==> config.mk <==
export PLATFORM = sky130hd
export DESIGN_NAME = ecpri_pkt_writer
export DESIGN_NICKNAME = d
export VERILOG_FILES = /design/src/rtl/ecpri_pkt_writer.sv
export SDC_FILE = /design/constraint.sdc
export NUM_CORES = 1
export LEC_CHECK = 0
export CELL_PAD_IN_SITES_DETAIL_PLACEMENT = 0
export CELL_PAD_IN_SITES_GLOBAL_PLACEMENT = 1
export CORE_MARGIN = 2
export CORE_UTILIZATION = 30
export CTS_CLUSTER_DIAMETER = 150
export DETAILED_ROUTE_END_ITERATION = 7
export PLACE_DENSITY_LB_ADDON = 0.1
export SETUP_SLACK_MARGIN = 0.05
export SYNTH_ARGS = -nofsm -noshare
export SYNTH_HDL_FRONTEND = slang
export SYNTH_SLANG_ARGS = --single-unit
==> constraint.sdc <==
create_clock -name clk -period 10.9 [get_ports clk]
set_clock_uncertainty 0.1 [all_clocks]
set_input_delay 2.18 -clock clk [delete_from_list [all_inputs] [get_ports clk]]
set_output_delay 2.18 -clock clk [all_outputs]
set_load 0.02 [all_outputs]
==> src/rtl/ecpri_pkt_writer.sv <==
// eCPRI ingress writer: streams frame bytes into RAM port 0,
// validates length/EtherType, hands good frames to ecpri_rx.
module ecpri_pkt_writer #(
  parameter int          DATA_WIDTH  = 8,
  parameter int          ADDR_WIDTH  = 16,
  parameter int          MIN_PKT_LEN = 18,
  parameter int          MAX_PKT_LEN = 1500,
  parameter logic [15:0] ETH_TYPE    = 16'hAEFE
) (
  input  logic                  clk,
  input  logic                  reset,
  input  logic [DATA_WIDTH-1:0] in_data,
  input  logic                  in_valid,
  input  logic                  in_sop,
  input  logic                  in_eop,
  output logic                  in_ready,
  output logic [ADDR_WIDTH-1:0] addr_0,
  output logic [DATA_WIDTH-1:0] data_0,
  output logic                  cs_0,
  output logic                  we_0,
  output logic                  oe_0,
  output logic                  pkt_ready,
  output logic [ADDR_WIDTH-1:0] pkt_len,
  input  logic                  pkt_done,
  output logic [15:0]           drop_cnt
);

  typedef enum logic [1:0] {
    S_IDLE,
    S_RECV,
    S_DROP,
    S_HOLD
  } state_t;

  localparam logic [ADDR_WIDTH-1:0] ONE   = ADDR_WIDTH'(1);
  localparam logic [ADDR_WIDTH-1:0] MIN_L = ADDR_WIDTH'(MIN_PKT_LEN);
  localparam logic [ADDR_WIDTH-1:0] MAX_L = ADDR_WIDTH'(MAX_PKT_LEN);
  localparam logic [ADDR_WIDTH-1:0] OFS_H = ADDR_WIDTH'(12);
  localparam logic [ADDR_WIDTH-1:0] OFS_L = ADDR_WIDTH'(13);

  state_t                state, state_n;
  logic [ADDR_WIDTH-1:0] count, count_n;
  logic                  hi_ok, hi_n;
  logic                  type_ok, tok_n;
  logic                  rdy_q;
  logic                  accept;
  logic                  start;
  logic                  wr;
  logic [ADDR_WIDTH-1:0] waddr;
  logic [ADDR_WIDTH-1:0] len_n;
  logic                  prdy_n;
  logic [1:0]            drops;
  logic [16:0]           drop_sum;

  assign in_ready = rdy_q && (state != S_HOLD);
  assign accept   = in_valid && in_ready;
  assign oe_0     = 1'b0;
  assign drop_sum = {1'b0, drop_cnt} + 17'(drops);

  always_comb begin
    state_n = state;
    count_n = count;
    hi_n    = hi_ok;
    tok_n   = type_ok;
    start   = 1'b0;
    wr      = 1'b0;
    waddr   = count;
    len_n   = pkt_len;
    prdy_n  = 1'b0;
    drops   = 2'd0;
    unique case (state)
      S_IDLE, S_DROP: begin
        if (accept) begin
          if (in_sop) begin
            start = 1'b1;
            if (state == S_DROP) drops = 2'd1;
          end else if (state == S_DROP && in_eop) begin
            drops   = 2'd1;
            state_n = S_IDLE;
          end
        end
      end
      S_RECV: begin
        if (accept) begin
          if (in_sop) begin
            start = 1'b1;
            drops = 2'd1;
          end else if (count == MAX_L) begin
            // buffer full: the overflow byte is never written
            state_n = in_eop ? S_IDLE : S_DROP;
            drops   = in_eop ? 2'd1 : 2'd0;
          end else begin
            wr      = 1'b1;
            waddr   = count;
            count_n = count + ONE;
            if (count == OFS_H) hi_n = (in_data == ETH_TYPE[15:8]);
            if (count == OFS_L) tok_n = hi_ok && (in_data == ETH_TYPE[7:0]);
            if (in_eop) begin
              if (count_n >= MIN_L && type_ok) begin
                state_n = S_HOLD;
                len_n   = count_n;
              end else begin
                state_n = S_IDLE;
                drops   = 2'd1;
              end
            end
          end
        end
      end
      S_HOLD: begin
        prdy_n = 1'b1;
        if (pkt_ready && pkt_done) begin
          prdy_n  = 1'b0;
          state_n = S_IDLE;
        end
      end
      default: state_n = S_IDLE;
    endcase
    if (start) begin
      wr      = 1'b1;
      waddr   = '0;
      count_n = ONE;
      hi_n    = 1'b0;
      tok_n   = 1'b0;
      if (in_eop) begin
        state_n = S_IDLE;
        drops   = drops + 2'd1;
      end else begin
        state_n = S_RECV;
      end
    end
  end

  always_ff @(posedge clk or negedge reset) begin
    if (!reset) begin
      state     <= S_IDLE;
      count     <= '0;
      hi_ok     <= 1'b0;
      type_ok   <= 1'b0;
      rdy_q     <= 1'b0;
      addr_0    <= '0;
      data_0    <= '0;
      cs_0      <= 1'b0;
      we_0      <= 1'b0;
      pkt_ready <= 1'b0;
      pkt_len   <= '0;
      drop_cnt  <= '0;
    end else begin
      state     <= state_n;
      count     <= count_n;
      hi_ok     <= hi_n;
      type_ok   <= tok_n;
      rdy_q     <= 1'b1;
      cs_0      <= wr;
      we_0      <= wr;
      pkt_ready <= prdy_n;
      pkt_len   <= len_n;
      if (wr) begin
        addr_0 <= waddr;
        data_0 <= in_data;
      end
      drop_cnt  <= drop_sum[16] ? 16'hFFFF : drop_sum[15:0];
    end
  end

endmodule

# Yosys cells after proc, flatten, opt, wreduce, memory -nomap -nowiden
# Index checks and enable logic that the tools add are counted.
totals:
  reg_bits: 79
  in_bits: 14
  output_inout_bits: 61
  word_cells: 108
classes:
  add_sub_neg: 3
  magnitude_cmp: 1
  eq_ne: 18
  mux: 55
  bitwise: 2
  reduce_logical: 18
op_table:
  columns: ["operator", "n"]
  rows:
  - ["two-way mux 16 bit", 7]
  - ["== test 16 x 4 -> 1 bit, second input constant", 2]
  - ["two-way mux 1 bit", 31]
  - ["two-way mux 2 bit", 15]
  - ["!= test 3 bit, second input constant", 6]
  - ["adder 16 x 2 -> 17 bit", 1]
  - ["adder 16 x 1 -> 16 bit, second input constant", 1]
  - ["== test 16 x 11 -> 1 bit, second input constant", 1]
  - ["== test 8 bit, second input constant", 2]
  - [">= comparator 16 x 5 -> 1 bit, second input constant", 1]
  - ["AND reduction 5 bit", 2]
  - ["nonzero test 2 bit", 4]
  - ["AND reduction 7 bit", 1]
  - ["logical AND 1 bit", 6]
  - ["one-hot mux 2 bit (3 select lines)", 1]
  - ["AND reduction 6 bit", 1]
  - ["== test 2 bit, second input constant", 2]
  - ["!= test 2 bit, second input constant", 2]
  - ["!= test 4 bit, second input constant", 1]
  - ["one-hot mux 2 bit (2 select lines)", 1]
  - ["AND reduction 4 bit", 1]
  - ["OR reduction 3 bit", 1]
  - ["adder 2 x 1 -> 2 bit, second input constant", 1]
  - ["== test 2 x 1 -> 1 bit, second input constant", 1]
  - ["other kinds (4)", 5]

# Depth between registers and ports, before layout
logic_depth:
  ltp_word: 14
  mapped_depth: 22
  depth_no_buf: 20

# Worst setup path before layout
# OpenSTA, ideal clock, no wires.
synth_path:
  path_kind: "input-to-reg"
  start: "input in_sop"
  end: "register drop_cnt[10]"
  setup_time_ns: 0.068
  arrival_ns: 4.805
  required_ns: 10.732
  setup_slack_ns: 5.927
  path_stages: 15
  n_path_buf: 1
  path_cell_list: "nor4_1 nor2_1 ha_1 a21oi_1 nor2_1 ha_1 inv_1 fa_1 nor2_1 nand3_1 or2_2 nor2_1 nand3_1 clkbuf_1 nand2_1"
synth_between:
  elab_chain_cells: 8
  word_cells_on_any_way: 13
  cone_classes: "add/sub: 2; mux: 11"
synth_lines:
  columns: ["element", "line", "text"]
  rows:
  - ["start, declared", "14", "input logic in_sop,"]
  - ["two-way mux 1 bit / two-way mux 2 bit (equally long branches)", "85, 74", null]
  - ["two-way mux 1 bit / two-way mux 2 bit (equally long branches)", "84, 73", null]
  - ["one-hot mux 2 bit (2 select lines)", "71", "unique case (state)"]
  - ["adder 2 x 1 -> 2 bit", "127", "drops = drops + 2'd1;"]
  - ["two-way mux 2 bit", "125", "if (in_eop) begin"]
  - ["two-way mux 2 bit (*)", "119", "if (start) begin"]
  - ["adder 16 x 2 -> 17 bit (*)", "58", "assign drop_sum = {1'b0, drop_cnt} + 17'(drops);"]
  - ["two-way mux 16 bit (*)", "162", "drop_cnt <= drop_sum[16] ? 16'hFFFF : drop_sum[15:0];"]
  - ["end signal, assigned", "162", null]
  - ["end, declared", "25", "output logic [15:0] drop_cnt"]
# Mark *: on every way between the ends. The rest lies on a longest branch, timed or not.
# A chain may end at the register's enable or synchronous reset.

# Final worst setup path
layout_path:
  start: "input in_valid"
  end: "register drop_cnt[5]"
layout_between:
  elab_chain_cells: 8
  word_cells_on_any_way: 11
  cone_classes: "add/sub: 2; mux: 8; reduce/logical: 1"
layout_lines:
  columns: ["element", "line", "text"]
  rows:
  - ["start, declared", "13", "input logic in_valid,"]
  - ["logical AND 1 bit (*)", "56", "assign accept = in_valid && in_ready;"]
  - ["two-way mux 1 bit / two-way mux 2 bit (equally long branches)", "84, 73", null]
  - ["one-hot mux 2 bit (2 select lines)", "71", null]
  - ["adder 2 x 1 -> 2 bit", "127", null]
  - ["two-way mux 2 bit", "125", null]
  - ["two-way mux 2 bit (*)", "119", null]
  - ["adder 16 x 2 -> 17 bit (*)", "58", null]
  - ["two-way mux 16 bit (*)", "162", null]
# Marks and branches as above.

==> impl_results.md <==
- CTS max path bufs: 2
- Min cycle time layout: 5.77 ns
- Critical path's most frequent cell: nor2_1
- Worst-path clk slew: 0.06 ns
- Wire per inst: 15.6 µm
- Io pins: 75
- Crit-path slowest cell: and3_1
- Gpl congestion: 0.756
- CTS tree: done
- Met2 usage in global routing: 21.5%
- Total Routed Length: 9490 µm
- Cell Chain, Critical Path: clkdlybuf4s50_1 > and2_1 > and3_1 > a21oi_1 > nor2_1 > ha_1 > inv_1 > fa_1 > nor2_1 > nand3_1 > or2_2 > nor2_1 > nand3_1 > o21ai_0
- Diode count: 0
- Clk sinks: 79
- Layout fillers: 1309
- Power Internal: 0.593 mW
- Setup crit start: in_valid
- Leak: 2.26 nW
- Critical Path Fanout Max: 16
- Met1 Use GR: 19.8%
- Vias per cell: 4.79
- Cell variety after synth: 50
- Vias in the first global route: 2926
- Synthesized Nets: 393
- Setup bufs post-CTS: 0
- Share of cells above drive strength 1: 10.1%
- Seq pwr share: 41.8%
- Final setup viols: 0
- 1st-pass router iterations: 5
- Post-Route Setup TNS: 0 ns
- Synth area leader: dfrtp_1
- Worst setup path class: in -> reg
- RR Startpoint: count[0]
- Pwr Total: 0.803 mW
- Top FF cell, synth: dfrtp_1
- Initial antenna violation count: 0
- Measured slew at the worst slew-check pin: 1.04 ns
- First-pass GRT wire length: 15900 µm
- Clock power share: 41.0%
- FFs w/ async S/R, synth: 100%
- Area grow syn2layout: 29.1%
- Vias: 2915
- DIE AREA: 0.0140 mm²
- Core Box Area: 0.0127 mm²
- Hold Crit Start: pkt_ready
- Routed Antenna Nets: 0
- GR peak layer: met2
- WHS: 0.369 ns
- Synth top area cells: dfrtp_1 50%, mux2_2 4.9%, nand2_1 3.9%, mux2i_1 3.3%, a22o_1 3.1%
- IO buf count: 73
- # hold bufs at CTS: 0
- VDD IR max: 0.0785 mV
- Gr usage total: 14.4%
- Sw Pwr: 0.210 mW
- Cell count after synthesis: 372
- Peak Freq: 0.173 GHz
- Initial drt markers: 156
- CP required: 11.06 ns
- RSZ-0062 raised after global routing: false
- Arrival @ worst endpoint: 5.93 ns
- Largest net degree at the start of global routing: 80
- Cts repair resizes: 0
- Die Wd: 118 µm
- Status: finished clean
- Crit-path max cell delay: 0.61 ns
- Sw Ratio: 26.1%
- Worst-Skew Late Latency: 0.34 ns
- Final period util: 53.0%
- Met3 Use GR: 4.83%
- Yosys top cell area share: 50.3%
- Placed cells: 593
- Yosys warning count: 0
- Initial Utilization: 30.9%
- CTS H-tree depth: 3
- TritonCTS Buffers: 9
- Root Buffer: clkbuf_16
- Final Hold Viols: 0
- Startpoint types: primary input
- Hpwl dp: 6410 µm
- Overflow after GRT: 0
- Maxcap violations: 0
- #FFs+latches synth: 79
- Combinational power share: 17.1%
- Post-Syn Area: 0.00393 mm²
- Final core utilization: 39.9%
- Fin nets: 453
- Non-Filler Instances: 609
- EDFF count, synth: 0
- Hold Path Class: reg -> reg
- Seq/Total Area, Yosys: 50.3%
- Syn Area/Cell: 10.6 µm²
- Pins Over Slew Limit: 0
- DR DRC count: 0
- PwrDens: 158 mW/mm²
- Relative slew slack: 30.4%
- Die Y: 118 µm
- Row count: 41
- Crit. End Element: flop
[worst max-delay path, delay by kind of cell]
kind	cells	cell delay, ns
simple gates	8	2.31
fa+ha+maj	2	0.58
buf+inv	2	0.50
compound gates	2	0.35
[path summary, 6_finish.rpt]
kind	end	slack, ns	cells after the start
min in group asynchronous	pkt_ready	1.92	1
min	pkt_ready	0.37	1
min reg2reg	pkt_ready	0.37	1
max	drop_cnt[5]	5.13	14
max in group asynchronous	pkt_len[13]	8.11	1
max reg2reg	drop_cnt[5]	5.37	20
[power groups by stage]
stage	sequential, mW	combinational, mW	clock (mW)
after floorplan	0.361	0.0522	0
after global placement	0.341	0.140	0
after detailed placement	0.342	0.139	0
after CTS	0.337	0.140	0.341
after global routing	0.340	0.151	0.353
final	0.336	0.137	0.330
[cell usage in the layout (no fill, tap or decap), drive strengths merged, types with 13 or more instances in the layout]
| master | netlist | layout |
|---|---|---|
| a22o | 14 | 14 |
| clkbuf | 14 | 13 |
| clkdlybuf4s50 | 0 | 72 |
| dfrtp | 79 | 79 |
| mux2 | 23 | 23 |
| mux2i | 13 | 13 |
| nand2 | 41 | 41 |
| nor2 | 28 | 28 |
| o21ai | 19 | 19 |
[Yosys cell counts, types with 4 or more instances]
library cell and instances:
clkbuf_1 13, mux2_2 17, dfrtp_1 79, nor4_1 6, nand3_1 12, mux2i_1 13
nor3_1 6, nor2_1 28, ha_1 6, inv_1 11, and2_1 4, or3_1 4
mux2_4 6, a21oi_1 10, buf_2 4, and3_1 4, nor2b_1 6, a22o_1 14
nand2_1 41, o21ai_0 18, nand4_1 7, xnor2_1 12, xor2_1 12
[per-stage QoR]
step           setup WS (ns)  area [µm²]
3_3_place_gp            4.87        4750
5_1_grt                 4.77        5070
2_1_floorplan           5.93        3930
6_report                5.13        5070
4_1_cts                 5.05        5070
3_5_place_dp            4.68        4750
[metal layers]
metal / wire [µm] / share of wire, % / vias to the layer above
li1: - / - / 1405
met1: 4520 / 48 / 1429
met2: 4320 / 45 / 75
met3: 554 / 5.8 / 6
met4: 97 / 1.0 / 0
met5: 0 / 0 / -
[area by class of cell]
class | count | area (µm²) | share of cell area (%)
clock buffer | 13 | 260 | 5.13
clock inverter | 3 | 65.1 | 1.28
inverter | 11 | 41.3 | 0.814
multi-input combinational | 257 | 1780 | 35.1
sequential | 79 | 1980 | 39.0
tap | 172 | 215 | 4.24
timing repair buffer | 74 | 736 | 14.5
[sequential cells by signal (all words and copies together), names as in the netlist, 2 cells and up]
register and count:
count 16, pkt_len 16, addr_0 16, data_0 8, state 2, drop_cnt 16
[cell families (layout without fill, tap and decap cells)]
kind of cell               count (synthesis)  in the layout  synth area share (%)
and+or+nand+nor                          133            133                  17.2
DFF                                       79             79                  50.3
AOI/OAI and AO/OA                         55             55                  9.20
muxes                                     36             36                  10.5
buffers and inverters                     36            101                  4.87
xor gates and xnor gates                  24             24                  5.35
adders and majority gates                  7              7                  2.42
other                                      2              2                 0.191
(Power assumes the default switching activity.)
